--- config.mk ---
export PLATFORM = sky130hd
export DESIGN_NAME = apb_timer_evt_cond
export DESIGN_NICKNAME = d
export VERILOG_FILES = /design/src/rtl/apb_timer_evt_cond.sv
export SDC_FILE = /design/constraint.sdc
export NUM_CORES = 1
export LEC_CHECK = 0
export ABC_AREA = 1
export ABC_CLOCK_PERIOD_IN_PS = 2400
export CAP_MARGIN = 0
export CELL_PAD_IN_SITES_DETAIL_PLACEMENT = 1
export CELL_PAD_IN_SITES_GLOBAL_PLACEMENT = 1
export CORE_MARGIN = 2
export CORE_UTILIZATION = 31
export CTS_CLUSTER_DIAMETER = 150
export DETAILED_ROUTE_END_ITERATION = 10
export GPL_ROUTABILITY_DRIVEN = 0
export HOLD_SLACK_MARGIN = 0.1
export PLACE_DENSITY_LB_ADDON = 0.1
export SYNTH_ARGS = -nofsm -noshare
export SYNTH_HDL_FRONTEND = slang
export SYNTH_SLANG_ARGS = --single-unit
--- constraint.sdc ---
create_clock -name HCLK -period 2.4 [get_ports HCLK]
set_input_delay 0.48 -clock HCLK [delete_from_list [all_inputs] [get_ports HCLK]]
set_output_delay 0.48 -clock HCLK [all_outputs]
set_load 0.05 [all_outputs]
--- src/rtl/apb_timer_evt_cond.sv ---
// Event conditioner and stop sequencer in front of the APB simple timer.
// Optional glitch-filter counter enabled by defining APB_TIMER_EVT_FILTER_EN.
module apb_timer_evt_cond #(
    parameter int NUM_EVT = 16,
    parameter int FILT_W  = 4
) (
    input  logic                       HCLK,
    input  logic                       HRESET,
    input  logic [NUM_EVT-1:0]         evt_i,
    input  logic [$clog2(NUM_EVT)-1:0] cfg_lo_sel_i,
    input  logic [$clog2(NUM_EVT)-1:0] cfg_hi_sel_i,
    input  logic [1:0]                 cfg_lo_mode_i,
    input  logic [1:0]                 cfg_hi_mode_i,
    input  logic [FILT_W-1:0]          cfg_filt_len_i,
    output logic                       event_lo_o,
    output logic                       event_hi_o,
    input  logic                       stop_req_i,
    output logic                       stop_ack_o,
    output logic                       stoptimer_o,
    input  logic                       busy_i
);
    localparam int SEL_W = $clog2(NUM_EVT);

    typedef enum logic [1:0] {
        ST_IDLE     = 2'd0,
        ST_STOPPING = 2'd1,
        ST_STOPPED  = 2'd2
    } stop_state_t;

    // Channel index 0 is the low channel, index 1 the high channel.
    logic [1:0][SEL_W-1:0] w_sel;
    logic [1:0][1:0]       w_mode;
    logic [1:0]            w_sel_chg;
    logic [1:0]            w_evt_new;
    logic [1:0]            w_strobe;
    logic [1:0]            w_hit;
    logic [1:0]            w_filt_nxt;
    logic [1:0][SEL_W-1:0] r_sel;
    logic [1:0]            r_evt_q;
    logic [1:0]            r_filt;
    logic [1:0]            r_pulse;
`ifdef APB_TIMER_EVT_FILTER_EN
    logic [1:0][FILT_W-1:0] r_cnt;
    logic [1:0][FILT_W-1:0] w_cnt_nxt;
`else
    logic                   w_unused_len;
    assign w_unused_len = ^cfg_filt_len_i;
`endif

    stop_state_t r_state;
    stop_state_t w_state_nxt;
    logic        r_stoptimer;
    logic        r_stop_ack;

    assign w_sel  = {cfg_hi_sel_i, cfg_lo_sel_i};
    assign w_mode = {cfg_hi_mode_i, cfg_lo_mode_i};

    // Per-channel filter decision and edge/mode qualification
    always_comb begin
        w_sel_chg  = 2'b00;
        w_evt_new  = 2'b00;
        w_strobe   = 2'b00;
        w_hit      = 2'b00;
        w_filt_nxt = r_filt;
`ifdef APB_TIMER_EVT_FILTER_EN
        w_cnt_nxt  = r_cnt;
`endif
        for (int c = 0; c < 2; c++) begin
            w_sel_chg[c] = (w_sel[c] != r_sel[c]);
            w_evt_new[c] = evt_i[w_sel[c]];
            // The new filtered level equals evt_q whenever the strobe fires.
            w_hit[c]     = r_evt_q[c] ? w_mode[c][0] : w_mode[c][1];
`ifdef APB_TIMER_EVT_FILTER_EN
            if (w_sel_chg[c]) begin
                w_filt_nxt[c] = w_evt_new[c];
                w_cnt_nxt[c]  = {FILT_W{1'b0}};
                w_strobe[c]   = 1'b0;
            end else if (r_evt_q[c] == r_filt[c]) begin
                w_filt_nxt[c] = r_filt[c];
                w_cnt_nxt[c]  = {FILT_W{1'b0}};
                w_strobe[c]   = 1'b0;
            end else if (r_cnt[c] >= cfg_filt_len_i) begin
                w_filt_nxt[c] = r_evt_q[c];
                w_cnt_nxt[c]  = {FILT_W{1'b0}};
                w_strobe[c]   = 1'b1;
            end else begin
                w_filt_nxt[c] = r_filt[c];
                w_cnt_nxt[c]  = r_cnt[c] + FILT_W'(1);
                w_strobe[c]   = 1'b0;
            end
`else
            if (w_sel_chg[c]) begin
                w_filt_nxt[c] = w_evt_new[c];
                w_strobe[c]   = 1'b0;
            end else begin
                w_filt_nxt[c] = r_evt_q[c];
                w_strobe[c]   = (r_evt_q[c] != r_filt[c]);
            end
`endif
        end
    end

    // Channel pipeline: sampled source, filtered level, counter and pulse
    always_ff @(posedge HCLK) begin
        if (HRESET) begin
            r_sel   <= '0;
            r_evt_q <= 2'b00;
            r_filt  <= 2'b00;
            r_pulse <= 2'b00;
`ifdef APB_TIMER_EVT_FILTER_EN
            r_cnt   <= '0;
`endif
        end else begin
            r_sel   <= w_sel;
            r_evt_q <= w_evt_new;
            r_filt  <= w_filt_nxt;
            r_pulse <= w_strobe & w_hit;
`ifdef APB_TIMER_EVT_FILTER_EN
            r_cnt   <= w_cnt_nxt;
`endif
        end
    end

    assign event_lo_o = r_pulse[0];
    assign event_hi_o = r_pulse[1];

    // Stop sequencer next state; STOPPING always lasts at least one cycle
    always_comb begin
        w_state_nxt = r_state;
        case (r_state)
            ST_IDLE: begin
                if (stop_req_i) begin
                    w_state_nxt = ST_STOPPING;
                end else begin
                    w_state_nxt = ST_IDLE;
                end
            end
            ST_STOPPING: begin
                if (!stop_req_i) begin
                    w_state_nxt = ST_IDLE;
                end else if (!busy_i) begin
                    w_state_nxt = ST_STOPPED;
                end else begin
                    w_state_nxt = ST_STOPPING;
                end
            end
            ST_STOPPED: begin
                if (!stop_req_i) begin
                    w_state_nxt = ST_IDLE;
                end else begin
                    w_state_nxt = ST_STOPPED;
                end
            end
            default: w_state_nxt = ST_IDLE;
        endcase
    end

    // Stop sequencer state and outputs decoded from the next state
    always_ff @(posedge HCLK) begin
        if (HRESET) begin
            r_state     <= ST_IDLE;
            r_stoptimer <= 1'b0;
            r_stop_ack  <= 1'b0;
        end else begin
            r_state     <= w_state_nxt;
            r_stoptimer <= (w_state_nxt != ST_IDLE);
            r_stop_ack  <= (w_state_nxt == ST_STOPPED);
        end
    end

    assign stoptimer_o = r_stoptimer;
    assign stop_ack_o  = r_stop_ack;

endmodule

Word level (Yosys, flattened, before mapping). Index checks and enable logic that the tools add are counted.

Register bits after elaboration: 18. Input bits: 36. Word-level logic and storage cells: 35.

$lt $le $gt $ge: 2. Equality and inequality tests: 7. Muxes and demuxes: 15. Bitwise logic cells: 1. Reductions and logical operators: 2.

Operators with widths (number): $lt 4x5->1 const B (2); $mux 1 (9); $bmux 1 s4 (2); $ne 4x4->1 (2); $mux 2 (3); $pmux 2 s3 (1); $eq 2x2->1 const B (2); $and 2x2->2 (1); $eq 2x1->1 const B (1); $logic_not 2->1 (1); $ne 1x1->1 (2); $reduce_bool 2->1 (1).

Longest topological paths before layout. Gate-level depths: netlist of the first run.

Depth in word-level cells: 4. Mapped depth: 9.

Least setup slack after synthesis of the first run. No wires, ideal clock.

Path kind: input -> register. Start point: input port cfg_hi_sel_i[0]. End point: register r_filt[1]. Data arrival time: 1.099 ns. Data required time: 2.288 ns. Slack: 1.189 ns. Cell stages on the path: 9. Path buffers: 1. Path through: buf_6 > inv_2 > nand2_1 > nand3_1 > nand3_1 > nand3_1 > nand2_1 > nand2_1 > nand2_1.

Cells in the longest elaborated chain, start to end: 3. Elaborated cells between the ends (all ways): 4. Classes of those cells: eq/ne (1); mux (3).

RTL lines: from (decl) (line 11) `input logic [$clog2(NUM_EVT)-1:0] cfg_hi_sel_i,`; $bmux 1 s4 (line 70) `w_evt_new[c] = evt_i[w_sel[c]];`; $mux 1 (implied by the code) (line 70); $mux 1 * (line 92) `if (w_sel_chg[c]) begin`; to (signal assigned) (line 116) `r_filt <= w_filt_nxt;`; to (decl) (line 40) `logic [1:0] r_filt;`.

Every way passes the cells marked *; elsewhere a longest branch is shown, timed or not. The select of a mux whose other input is x is not followed. A chain may end at the register's enable or synchronous reset.

Final worst setup path of the first run.
Start point: register r_pulse[0]. End point: output port event_lo_o.

RTL lines: from (decl) (line 41) `logic [1:0] r_pulse;`; from (signal assigned) (line 117) `r_pulse <= w_strobe & w_hit;`; to (decl) (line 15) `output logic event_lo_o,`.

No word-level cell between the ends.

==> results.txt, run 1 <==
----------------------------------------------------
[Synthesis]
  Synthesized instance count ... around 160
  Register area share after synthesis ... a little over a third
  Synthesized cell area ... roughly 1000 sq um
  Synthesis Warnings ... 0
  Register bit total from synthesis ... 18
  Synthesized area per cell ... ~6.4 sq um
  Distinct cell type count of the synthesized netlist ... 15
  Synthesized netlist net count ... 199

[Floorplanning]
  Die width ... 61.8 microns
  Starting Density ... between 30% and 40%
  Core Box Area ... ~3100 sq um
  Overall die area ... around 3800 sq um
  Overall die height ... between 60 and 70 microns
  Count of pins on the block boundary ... 40
  Site Rows ... 20

[Global routing]
  Via count of the first global-routing pass ... 1147
  First-pass GRT wire length ... around 5000 microns
  GRT Util Overall ... ~17%
  Pin count of the biggest net entering global routing ... 11
  Aggregate global routing overflow ... 0
  Antenna violations before repair ... 0

[Finish]
  Fill cell count ... between 400 and 500
  Multi-input gate area ... 526 sq um
  Count of nets after finishing ... about 240
  Commonest non-fill, non-tap cell in the layout ... nand2_1
  Commonest cells after routing, fill and taps aside ... nand2_1, clkdlybuf4s50_1, nand3_1
  Final standard cell utilization of the core ... between 40% and 50%
  Total non-filler cell area in the finished layout ... 1450 sq um
  Antenna fix cells ... 0
  Flip-flop and latch area ... 360 sq um
  Area added between synthesis and finish ... 39.7%
  Layout cell share with drive strength beyond 1 ... ~5.5%

[Power and ir drop]
  VDD IR max ... around 340 uV
  Total power density per cell area ... 467 nW/um^2
  Sum of internal, switching and leakage power ... around 0.68 mW
  Leakage dissipation ... about 0.74 nW

[Clocking]
  Buffers from clock root to sink, at most ... 2
  Worst-skew pair later-pin latency ... between 0.2 and 0.3 ns
  Num Clock Sinks ... 18
  TritonCTS clock tree ... yes
  Post-CTS setup repair buffer count ... 0
  Clock input transition at the sequential cells of the worst setup and hold paths ... 0.10 ns
  CTS Hold Bufs ... 0
  Number of gates given a new drive strength after cts ... 0
  Number of CTS-inserted buffers ... 3
  CTS root buf ... clkbuf_4
  H-tree lvl count ... 1

[Routing]
  Total length of routed wires ... 2880 microns
  Antenna viol nets, final ... 0
  Post-DR wirelength/cell ... ~12 microns
  Post-DR vias/cell ... between 4 and 5
  1st-iter DRT viols ... 38
  Total via count after detailed routing ... between 1000 and 1500
  Number of search-and-repair iterations in the first detailed-routing pass ... 4
  Number of design rule violations left after detail routing ... 0

[STA]
  Max-slew headroom ... 66.4%
  Transition time at the pin with the least slew margin ... 0.502 ns
  Post-route minimum period ... ~1.9 ns
  Summed negative setup slack over all endpoints ... 0 ns
  Final Skew ... 0.00136 ns
  Final Slew Violations ... 0
  RSZ-0062 raised after global routing ... false
  Final worst path period share ... around four fifths
  Final-report hold violation count ... 0
  Setup-failing EPs final ... 0
  Post-route setup slack ... roughly 0.51 ns
  Maximum operating frequency ... between 500 and 600 MHz

[Critical path]
  Count of buffer and inverter cells on the critical path ... 1
  Worst endpoint required time ... around 1.9 ns
  Launch instance of the worst register-to-register path ... r_sel[2]$_SDFF_PP0_
  Series of cell instances along the critical path ... clkdlybuf4s50_1
  Critical-path cell with the highest stage delay ... clkdlybuf4s50_1
  Top fanout value on the critical path ... 1
  Type of element capturing the critical path ... primary output
  Type of the worst setup path ... reg -> out
  Worst setup path start ... r_pulse[0]$_SDFF_PP0_
  Cell family with most CP delay ... buffers and inverters
  Nature of the critical path startpoint ... flop
  Critical path's largest stage delay ... 0.80 ns
  Data arrival time of the critical path ... 1.41 ns

[Placement]
  Area after DPL ... approximately 1400 sq um
  Half-perimeter wire length of the detailed placement result ... between 2000 and 2500 microns
  Setup slack at placement ... 0.418 ns
  Count of port buffers added during placement ... 35

[Job]
  Maxcap violations ... 0

[Run status]
  Run status ... finished, final reports clean

[Worst hold path]
  Startpoint of the worst hold path ... r_evt_q[1]$_SDFF_PP0_
  Worst min-delay path category ... reg -> reg

----------------------------------------------------
## layer usage
layer	vias to the layer above	routed length [microns]	part of all wire, %	track usage [%]
li1	567	-	-	-
met1	514	1280	44	20.9
met2	17	1480	51	31.4
met3	2	108	3.7	4.35
met4	0	19	0.66	3.65
met5	-	0	0	0
## where the power goes
group	internal, mW	total (mW)	leakage, nW	switching [mW]
Sequential	0.315	0.323	0.149	0.00741
Combinational	0.0852	0.170	0.566	0.0852
Clock	0.0925	0.184	0.0210	0.0912
Total	0.493	0.677	0.736	0.184
## flip-flops by register name, summed over array words and instances, names as in the netlist
register     count
stop_ack_o       1
stoptimer_o      1
r_state          2
r_sel            8
r_filt           2
r_pulse          2
r_evt_q          2
## through the flow
| step | hold slack (ns) | instances |
|---|---|---|
| final | 0.481 | 243 |
| after global routing | 0.502 | 243 |
| after CTS | 0.482 | 243 |
| after detailed placement | 0.467 | 239 |
| after global placement | 0.451 | 239 |
| after floorplan | 0.431 | 163 |
## layout make-up
cell class | count | share of cell area, %
clock buffers | 4 | 2.51
inverters | 30 | 7.78
multi-input cells | 111 | 36.3
flip-flops and latches | 18 | 24.9
well taps | 44 | 3.80
repair buffers | 36 | 24.7
## synth_stat cells
cell,n,area [sq um]
a211oi_1,1,7.51
buf_6,3,33.8
nand3_1,32,160
and2_4,2,17.5
inv_1,28,105
clkbuf_1,1,3.75
a21oi_1,3,15.0
inv_2,2,7.51
nand2_1,44,165
nor2_1,16,60.1
nor2_2,2,12.5
dfxtp_1,18,360
nor3_1,1,5.00
xor2_1,8,70.1
and2_1,2,12.5
## final timing paths
| path | slack [ns] | cells after the start | endpoint |
|---|---|---|---|
| worst max register to register | 1.40 | 6 | r_filt[0]$_SDFF_PP0_ |
| worst min register to register | 0.48 | 2 | r_filt[1]$_SDFF_PP0_ |
| worst max-delay path | 0.51 | 1 | event_lo_o |
| worst min-delay path | 0.48 | 2 | r_filt[1]$_SDFF_PP0_ |
## kinds of logic after synthesis
kind of cell	count (synthesis)	synth area share [%]
AO/OA/AOI/OAI	4	2.17
XOR/XNOR	8	6.76
buffers and inverters	34	14.5
flip-flops	18	34.8
AND/OR/NAND/NOR	99	41.8
No activity file was read; power rests on OpenSTA's default activity.
==> run 2: changes to the inputs <==
--- a/config.mk
+++ b/config.mk
@@ -6,12 +6,12 @@
 export NUM_CORES = 1
 export LEC_CHECK = 0
 export ABC_AREA = 1
-export ABC_CLOCK_PERIOD_IN_PS = 2400
+export ABC_CLOCK_PERIOD_IN_PS = 1700
 export CAP_MARGIN = 0
 export CELL_PAD_IN_SITES_DETAIL_PLACEMENT = 1
 export CELL_PAD_IN_SITES_GLOBAL_PLACEMENT = 1
 export CORE_MARGIN = 2
-export CORE_UTILIZATION = 31
+export CORE_UTILIZATION = 26
 export CTS_CLUSTER_DIAMETER = 150
 export DETAILED_ROUTE_END_ITERATION = 10
 export GPL_ROUTABILITY_DRIVEN = 0
==> constraint.sdc (replaced) <==
create_clock -name HCLK -period 1.7 [get_ports HCLK]
set_input_delay 0.34 -clock HCLK [delete_from_list [all_inputs] [get_ports HCLK]]
set_output_delay 0.34 -clock HCLK [all_outputs]
set_load 0.05 [all_outputs]
==> run 2 against run 1 <==
Compared with the run above: design area is 5.6% higher; worst setup slack worse by 0.25 ns; register-to-register slack worse by 0.70 ns; via count is 0.64% higher.
==> results.txt, run 2 (same netlist as run 1, synthesis figures left out) <==
----------------------------------------------------
[Run status]
  Run status ... finished, final reports clean

[Clocking]
  CTS root buf ... clkbuf_8
  CTS Hold Bufs ... 0
  Buffers from clock root to sink, at most ... 2
  Worst-skew pair later-pin latency ... ~0.25 ns
  Number of gates given a new drive strength after cts ... 0
  TritonCTS clock tree ... yes
  Number of CTS-inserted buffers ... 3
  H-tree lvl count ... 1
  Num Clock Sinks ... 18
  Post-CTS setup repair buffer count ... 0
  Clock input transition at the sequential cells of the worst setup and hold paths ... about 0.070 ns

[STA]
  Final Slew Violations ... 0
  Transition time at the pin with the least slew margin ... 0.303 ns
  Post-route minimum period ... 1.44 ns
  RSZ-0062 raised after global routing ... false
  Maximum operating frequency ... approximately 700 MHz
  Final-report hold violation count ... 0
  Post-route setup slack ... between 0.2 and 0.3 ns
  Setup-failing EPs final ... 0
  Final worst path period share ... between 80% and 90%
  Max-slew headroom ... 79.6%
  Final Skew ... about 0.00090 ns

[Floorplanning]
  Core Box Area ... around 3700 sq um
  Overall die area ... 4510 sq um
  Starting Density ... around 28%
  Site Rows ... 22
  Count of pins on the block boundary ... 40
  Overall die height ... approximately 67 microns
  Die width ... between 60 and 70 microns

[Critical path]
  Worst setup path start ... cfg_lo_sel_i[0]
  Critical Path End ... r_filt[0]$_SDFF_PP0_
  Data arrival time of the critical path ... about 1.6 ns
  Nature of the critical path startpoint ... primary input
  Type of the worst setup path ... in -> reg
  Worst R2R End ... r_filt[1]$_SDFF_PP0_
  Worst reg-to-reg setup slack ... roughly 0.7 ns
  Top fanout value on the critical path ... 6
  Type of element capturing the critical path ... flop
  Worst reg-to-reg path cell count ... 6
  Launch instance of the worst register-to-register path ... r_sel[5]$_SDFF_PP0_
  Worst endpoint required time ... roughly 1.9 ns

[Routing]
  Antenna viol nets, final ... 0
  Number of search-and-repair iterations in the first detailed-routing pass ... 4
  Post-DR vias/cell ... approximately 4.3
  Post-DR wirelength/cell ... approximately 12 microns
  Total via count after detailed routing ... between 1000 and 1500
  Met3 WL ... 85 microns
  1st-iter DRT viols ... 39
  Met2 routed wirelength ... roughly 1600 microns
  Number of design rule violations left after detail routing ... 0
  Highest metal layer used by the detailed router ... met4
  Total length of routed wires ... around 3000 microns
  Met1 Routed Length ... approximately 1300 microns

[Finish]
  Layout cell share with drive strength beyond 1 ... 11.5%
  Commonest non-fill, non-tap cell in the layout ... nand2_1
  Commonest cells after routing, fill and taps aside ... nand2_1, nand3_1, clkdlybuf4s50_1
  Area added between synthesis and finish ... 47.6%
  Total non-filler cell area in the finished layout ... between 1500 and 2000 sq um
  Final standard cell utilization of the core ... between 40 and 50%
  Largest register FFs ... 8
  Antenna fix cells ... 0
  Count of nets after finishing ... around 250
  Most flop-heavy register ... r_sel

[Power and ir drop]
  Sum of internal, switching and leakage power ... between 1 and 1.5 mW
  Total power density per cell area ... between 600 and 700 nW/um^2
  VDD IR max ... ~270 uV
  Internal power contribution ... roughly 0.78 mW
  Reg power frac ... a little over two fifths
  Clk network pwr share ... approximately 34%
  Power spent charging and discharging nets ... 0.286 mW
  Fraction of power consumed by combinational cells ... between 20% and 30%
  Switching part of the total power ... a little over a quarter
  Leakage dissipation ... approximately 0.79 nW

[Global routing]
  Antenna violations before repair ... 0
  Pin count of the biggest net entering global routing ... 11
  Via count of the first global-routing pass ... 1211
  GRT Util Overall ... roughly 15%
  Aggregate global routing overflow ... 0
  First-pass GRT wire length ... 5030 microns

[Placement]
  Setup slack at placement ... -0.0395 ns
  Half-perimeter wire length of the detailed placement result ... 2570 microns
  Area after DPL ... 1470 sq um
  Count of port buffers added during placement ... 35

[Worst hold path]
  Worst min-delay path category ... reg -> reg
  Hold path cells ... 1

[Job]
  Maxcap violations ... 0

----------------------------------------------------
## run 2: changes by cell type in the layout (fill, tap and decap cells not counted), sizes merged
cell           before  now
buf                 1   14
clkdlybuf4s50      35   31
## run 2: area by class of cell
type | instances | area (sq um)
fillers | 495 | 2210
well taps | 48 | 60.1
flip-flops and latches | 18 | 360
multi-input cells | 111 | 526
clock buffers | 4 | 55.1
inverters | 30 | 113
repair buffers | 45 | 415
## run 2: worst min path at each step
| stage | slack (ns) | to | start |
|---|---|---|---|
| 2_1_floorplan | 0.43 | stoptimer_o$_SDFF_PP0_ | r_state[0]$_SDFF_PP0_ |
| 3_3_place_gp | 0.44 | stoptimer_o$_SDFF_PP0_ | r_state[0]$_SDFF_PP0_ |
| 3_5_place_dp | 0.47 | r_filt[1]$_SDFF_PP0_ | r_evt_q[1]$_SDFF_PP0_ |
| 4_1_cts | 0.48 | r_filt[1]$_SDFF_PP0_ | r_evt_q[1]$_SDFF_PP0_ |
| 5_1_grt | 0.49 | r_filt[0]$_SDFF_PP0_ | r_evt_q[0]$_SDFF_PP0_ |
| 6_report | 0.48 | stoptimer_o$_SDFF_PP0_ | r_state[0]$_SDFF_PP0_ |
## run 2: power by group through the flow
stage | Clock, mW | Combinational [mW] | Sequential (mW)
floorplan | 0 | 0.126 | 0.471
global placement | 0 | 0.253 | 0.464
detailed placement | 0 | 0.258 | 0.466
CTS | 0.373 | 0.260 | 0.456
global route | 0.387 | 0.286 | 0.458
finish | 0.359 | 0.255 | 0.456
## run 2: critical path, cell delays in order
cell and delay [ns]:
clkdlybuf4s50_1 0.58, buf_4 0.18, nand2_1 0.05, nand3_1 0.08, nand3_1 0.07, nand3_1 0.12, nand2_1 0.06, nand2_1 0.05
nand2_1 0.05
## run 2: per-layer routing
layer / vias up / track usage (%)
met3: 2 / 1.69
met1: 506 / 17.3
met4: 0 / 3.83
li1: 585 / -
met5: - / 0
met2: 14 / 27.4
## run 2: stage by stage
step	std cells	TNS, ns	hold slack [ns]
2_1_floorplan	163	0	0.431
5_1_grt	256	0	0.495
3_5_place_dp	252	-0.0395	0.469
3_3_place_gp	252	0	0.445
4_1_cts	256	0	0.482
6_report	256	0	0.479
==> run 3: changes to the inputs <==
--- a/config.mk
+++ b/config.mk
@@ -6,7 +6,7 @@
 export NUM_CORES = 1
 export LEC_CHECK = 0
 export ABC_AREA = 1
-export ABC_CLOCK_PERIOD_IN_PS = 1700
+export ABC_CLOCK_PERIOD_IN_PS = 1290
 export CAP_MARGIN = 0
 export CELL_PAD_IN_SITES_DETAIL_PLACEMENT = 1
 export CELL_PAD_IN_SITES_GLOBAL_PLACEMENT = 1
==> constraint.sdc (replaced) <==
create_clock -name HCLK -period 1.29 [get_ports HCLK]
set_input_delay 0.258 -clock HCLK [delete_from_list [all_inputs] [get_ports HCLK]]
set_output_delay 0.258 -clock HCLK [all_outputs]
set_load 0.05 [all_outputs]
==> run 3 against run 2 <==
Compared with the run above: register-to-register slack got worse by 0.42 ns; worst setup slack worse by 0.20 ns; combinational power increased by 43%; global-route usage rose by 0.48 points; sequential cell count is the same; non-clock buffer count is 4 higher; clock skew up 0.00091 ns; die area did not move; critical path depth fell by 1; via count increased by 4.7%; clock-buffer cell count unchanged; clock power increased by 28%; largest cell class unchanged; largest power group unchanged; highest routed layer unchanged.
==> results.txt, run 3 (same netlist as run 1, synthesis figures left out) <==
----------------------------------------------------
[Run status]
  Run status ... finished, final reports clean

[Critical path]
  Launch instance of the worst register-to-register path ... r_sel[5]$_SDFF_PP0_
  Type of element capturing the critical path ... flop
  Data arrival time of the critical path ... between 1 and 1.5 ns
  Worst reg-to-reg path cell count ... 6
  Worst endpoint required time ... around 1.4 ns
  Worst reg-to-reg setup slack ... 0.28 ns
  Type of the worst setup path ... in -> reg
  Nature of the critical path startpoint ... primary input
  Worst R2R End ... r_filt[1]$_SDFF_PP0_
  Top fanout value on the critical path ... 5

[Routing]
  Met3 WL ... roughly 100 microns
  Highest metal layer used by the detailed router ... met4
  Post-DR vias/cell ... about 4.5
  Number of search-and-repair iterations in the first detailed-routing pass ... 4
  Antenna viol nets, final ... 0
  Post-DR wirelength/cell ... roughly 12 microns
  Total length of routed wires ... 3160 microns
  Met2 routed wirelength ... 1740 microns
  Total via count after detailed routing ... approximately 1200
  Number of design rule violations left after detail routing ... 0
  1st-iter DRT viols ... 30
  Met1 Routed Length ... 1300 microns

[Worst hold path]
  Hold path cells ... 4
  Startpoint of the worst hold path ... cfg_hi_sel_i[0]
  Worst min-delay path endpoint ... r_sel[4]$_SDFF_PP0_
  Worst min-delay path category ... in -> reg

[STA]
  Max-slew headroom ... between 70% and 80%
  Final Slew Violations ... 0
  Worst-case hold slack ... 0.455 ns
  Final Skew ... approximately 0.0018 ns
  Summed negative setup slack over all endpoints ... 0 ns
  Transition time at the pin with the least slew margin ... between 0.3 and 0.4 ns
  Post-route setup slack ... roughly 0.065 ns
  Final-report hold violation count ... 0
  Post-route minimum period ... approximately 1.2 ns
  Setup-failing EPs final ... 0
  Final worst path period share ... 95.0%
  Maximum operating frequency ... a little over 800 MHz
  RSZ-0062 raised after global routing ... false

[Power and ir drop]
  Reg power frac ... 42.3%
  Fraction of power consumed by combinational cells ... about a quarter
  Leakage dissipation ... between 0.8 and 0.9 nW
  Clk network pwr share ... 32.2%
  Total power density per cell area ... approximately 870 nW/um^2
  Power spent charging and discharging nets ... 0.375 mW
  Internal power contribution ... 1.05 mW
  Sum of internal, switching and leakage power ... 1.42 mW
  VDD IR max ... 457 uV
  Switching part of the total power ... a little over a quarter

[Floorplanning]
  Count of pins on the block boundary ... 40
  Starting Density ... 27.7%
  Site Rows ... 22
  Core Box Area ... ~3700 sq um
  Die width ... 67.1 microns
  Overall die area ... 4510 sq um
  Overall die height ... ~67 microns

[Finish]
  Count of nets after finishing ... between 200 and 250
  Fill cell count ... 485
  Layout cell share with drive strength beyond 1 ... around 15%
  Commonest cells after routing, fill and taps aside ... nand2_1, nand3_1, clkdlybuf4s50_1
  Antenna fix cells ... 0
  Area added between synthesis and finish ... 57.4%
  Largest register FFs ... 8
  Commonest non-fill, non-tap cell in the layout ... nand2_1
  Most flop-heavy register ... r_sel

[Clocking]
  Buffers from clock root to sink, at most ... 2
  Number of CTS-inserted buffers ... 3
  TritonCTS clock tree ... yes
  CTS Hold Bufs ... 0
  Worst-skew pair later-pin latency ... roughly 0.25 ns
  H-tree lvl count ... 1
  CTS root buf ... clkbuf_8
  Num Clock Sinks ... 18
  Post-CTS setup repair buffer count ... 0
  Clock input transition at the sequential cells of the worst setup and hold paths ... approximately 0.070 ns

[Global routing]
  Pin count of the biggest net entering global routing ... 11
  Antenna violations before repair ... 0
  GRT Util Overall ... ~15%
  Via count of the first global-routing pass ... approximately 1200
  Aggregate global routing overflow ... 0
  First-pass GRT wire length ... a little over 5000 microns

[Placement]
  Setup slack at placement ... -0.294 ns
  Count of port buffers added during placement ... 35
  Half-perimeter wire length of the detailed placement result ... 2660 microns

[Job]
  Maxcap violations ... 0

----------------------------------------------------
-- run 3: cell count changes in the layout (fill, tap and decap cells not counted) --
cell and delta:
buf_12 +4, inv_1 -1, inv_6 +1, clkdlybuf4s50_1 -2, a21oi_1 -1, dlygate4sd2_1 +1
nand3_2 +2, buf_4 -2, buf_2 +1, a21oi_2 +1, buf_6 +1, dlymetal6s2s_1 +1
nand3_1 -2
-- run 3: routing by layer --
layer | vias to the layer above | GRT usage, %
li1 | 594 | -
met1 | 547 | 16.9
met2 | 16 | 28.1
met3 | 2 | 3.55
met4 | 0 | 3.83
met5 | - | 0
-- run 3: critical path: stages --
cell	delay [ns]
clkdlybuf4s50_1	0.54
inv_1	0.13
nand3_1	0.11
nand3_1	0.09
nand3_2	0.10
nand2_1	0.06
nand2_1	0.05
nand2_1	0.04
-- run 3: worst max path at each step --
| stage | start | to | slack, ns | depth (start not counted) |
|---|---|---|---|---|
| finish | cfg_hi_sel_i[1] | r_filt[1]$_SDFF_PP0_ | 0.06 | 8 |
| global route | cfg_hi_sel_i[1] | r_filt[1]$_SDFF_PP0_ | 0.003 | 8 |
| CTS | cfg_hi_sel_i[0] | r_evt_q[1]$_SDFF_PP0_ | 0.01 | 8 |
| detailed placement | cfg_hi_sel_i[0] | r_filt[1]$_SDFF_PP0_ | -0.29 | 10 |
| global placement | cfg_hi_sel_i[0] | r_filt[1]$_SDFF_PP0_ | -0.28 | 10 |
| floorplan | cfg_hi_sel_i[0] | r_filt[1]$_SDFF_PP0_ | 0.30 | 9 |
-- run 3: final cells by class --
type | count | area, sq um | share of cell area [%]
well taps | 48 | 60.1 | 3.68
flip-flops and latches | 18 | 360 | 22.1
clock buffers | 4 | 55.1 | 3.38
repair buffers | 49 | 498 | 30.5
inverters | 30 | 118 | 7.21
multi-input cells | 111 | 539 | 33.1
-- run 3: power by group through the flow --
stage	Sequential [mW]	Clock [mW]	Combinational, mW
final	0.602	0.459	0.364
after global routing	0.604	0.504	0.402
after CTS	0.602	0.478	0.359
after detailed placement	0.615	0	0.357
after global placement	0.614	0	0.345
after floorplan	0.620	0	0.167
-- run 3: through the flow --
stage                     utilization (%)  std cells  instance area, sq um
final                                43.5        260                  1630
after global routing                 43.5        260                  1630
after CTS                            42.8        259                  1600
after detailed placement             41.3        255                  1550
after global placement               41.3        255                  1550
after floorplan                         -        163                  1040
-- run 3: what timing repair did --
action                     4_1_cts  5_1_grt
resized for setup                2        7
gates cloned                     0        1
setup endpoints to repair        3        4
pin swaps                        1        1
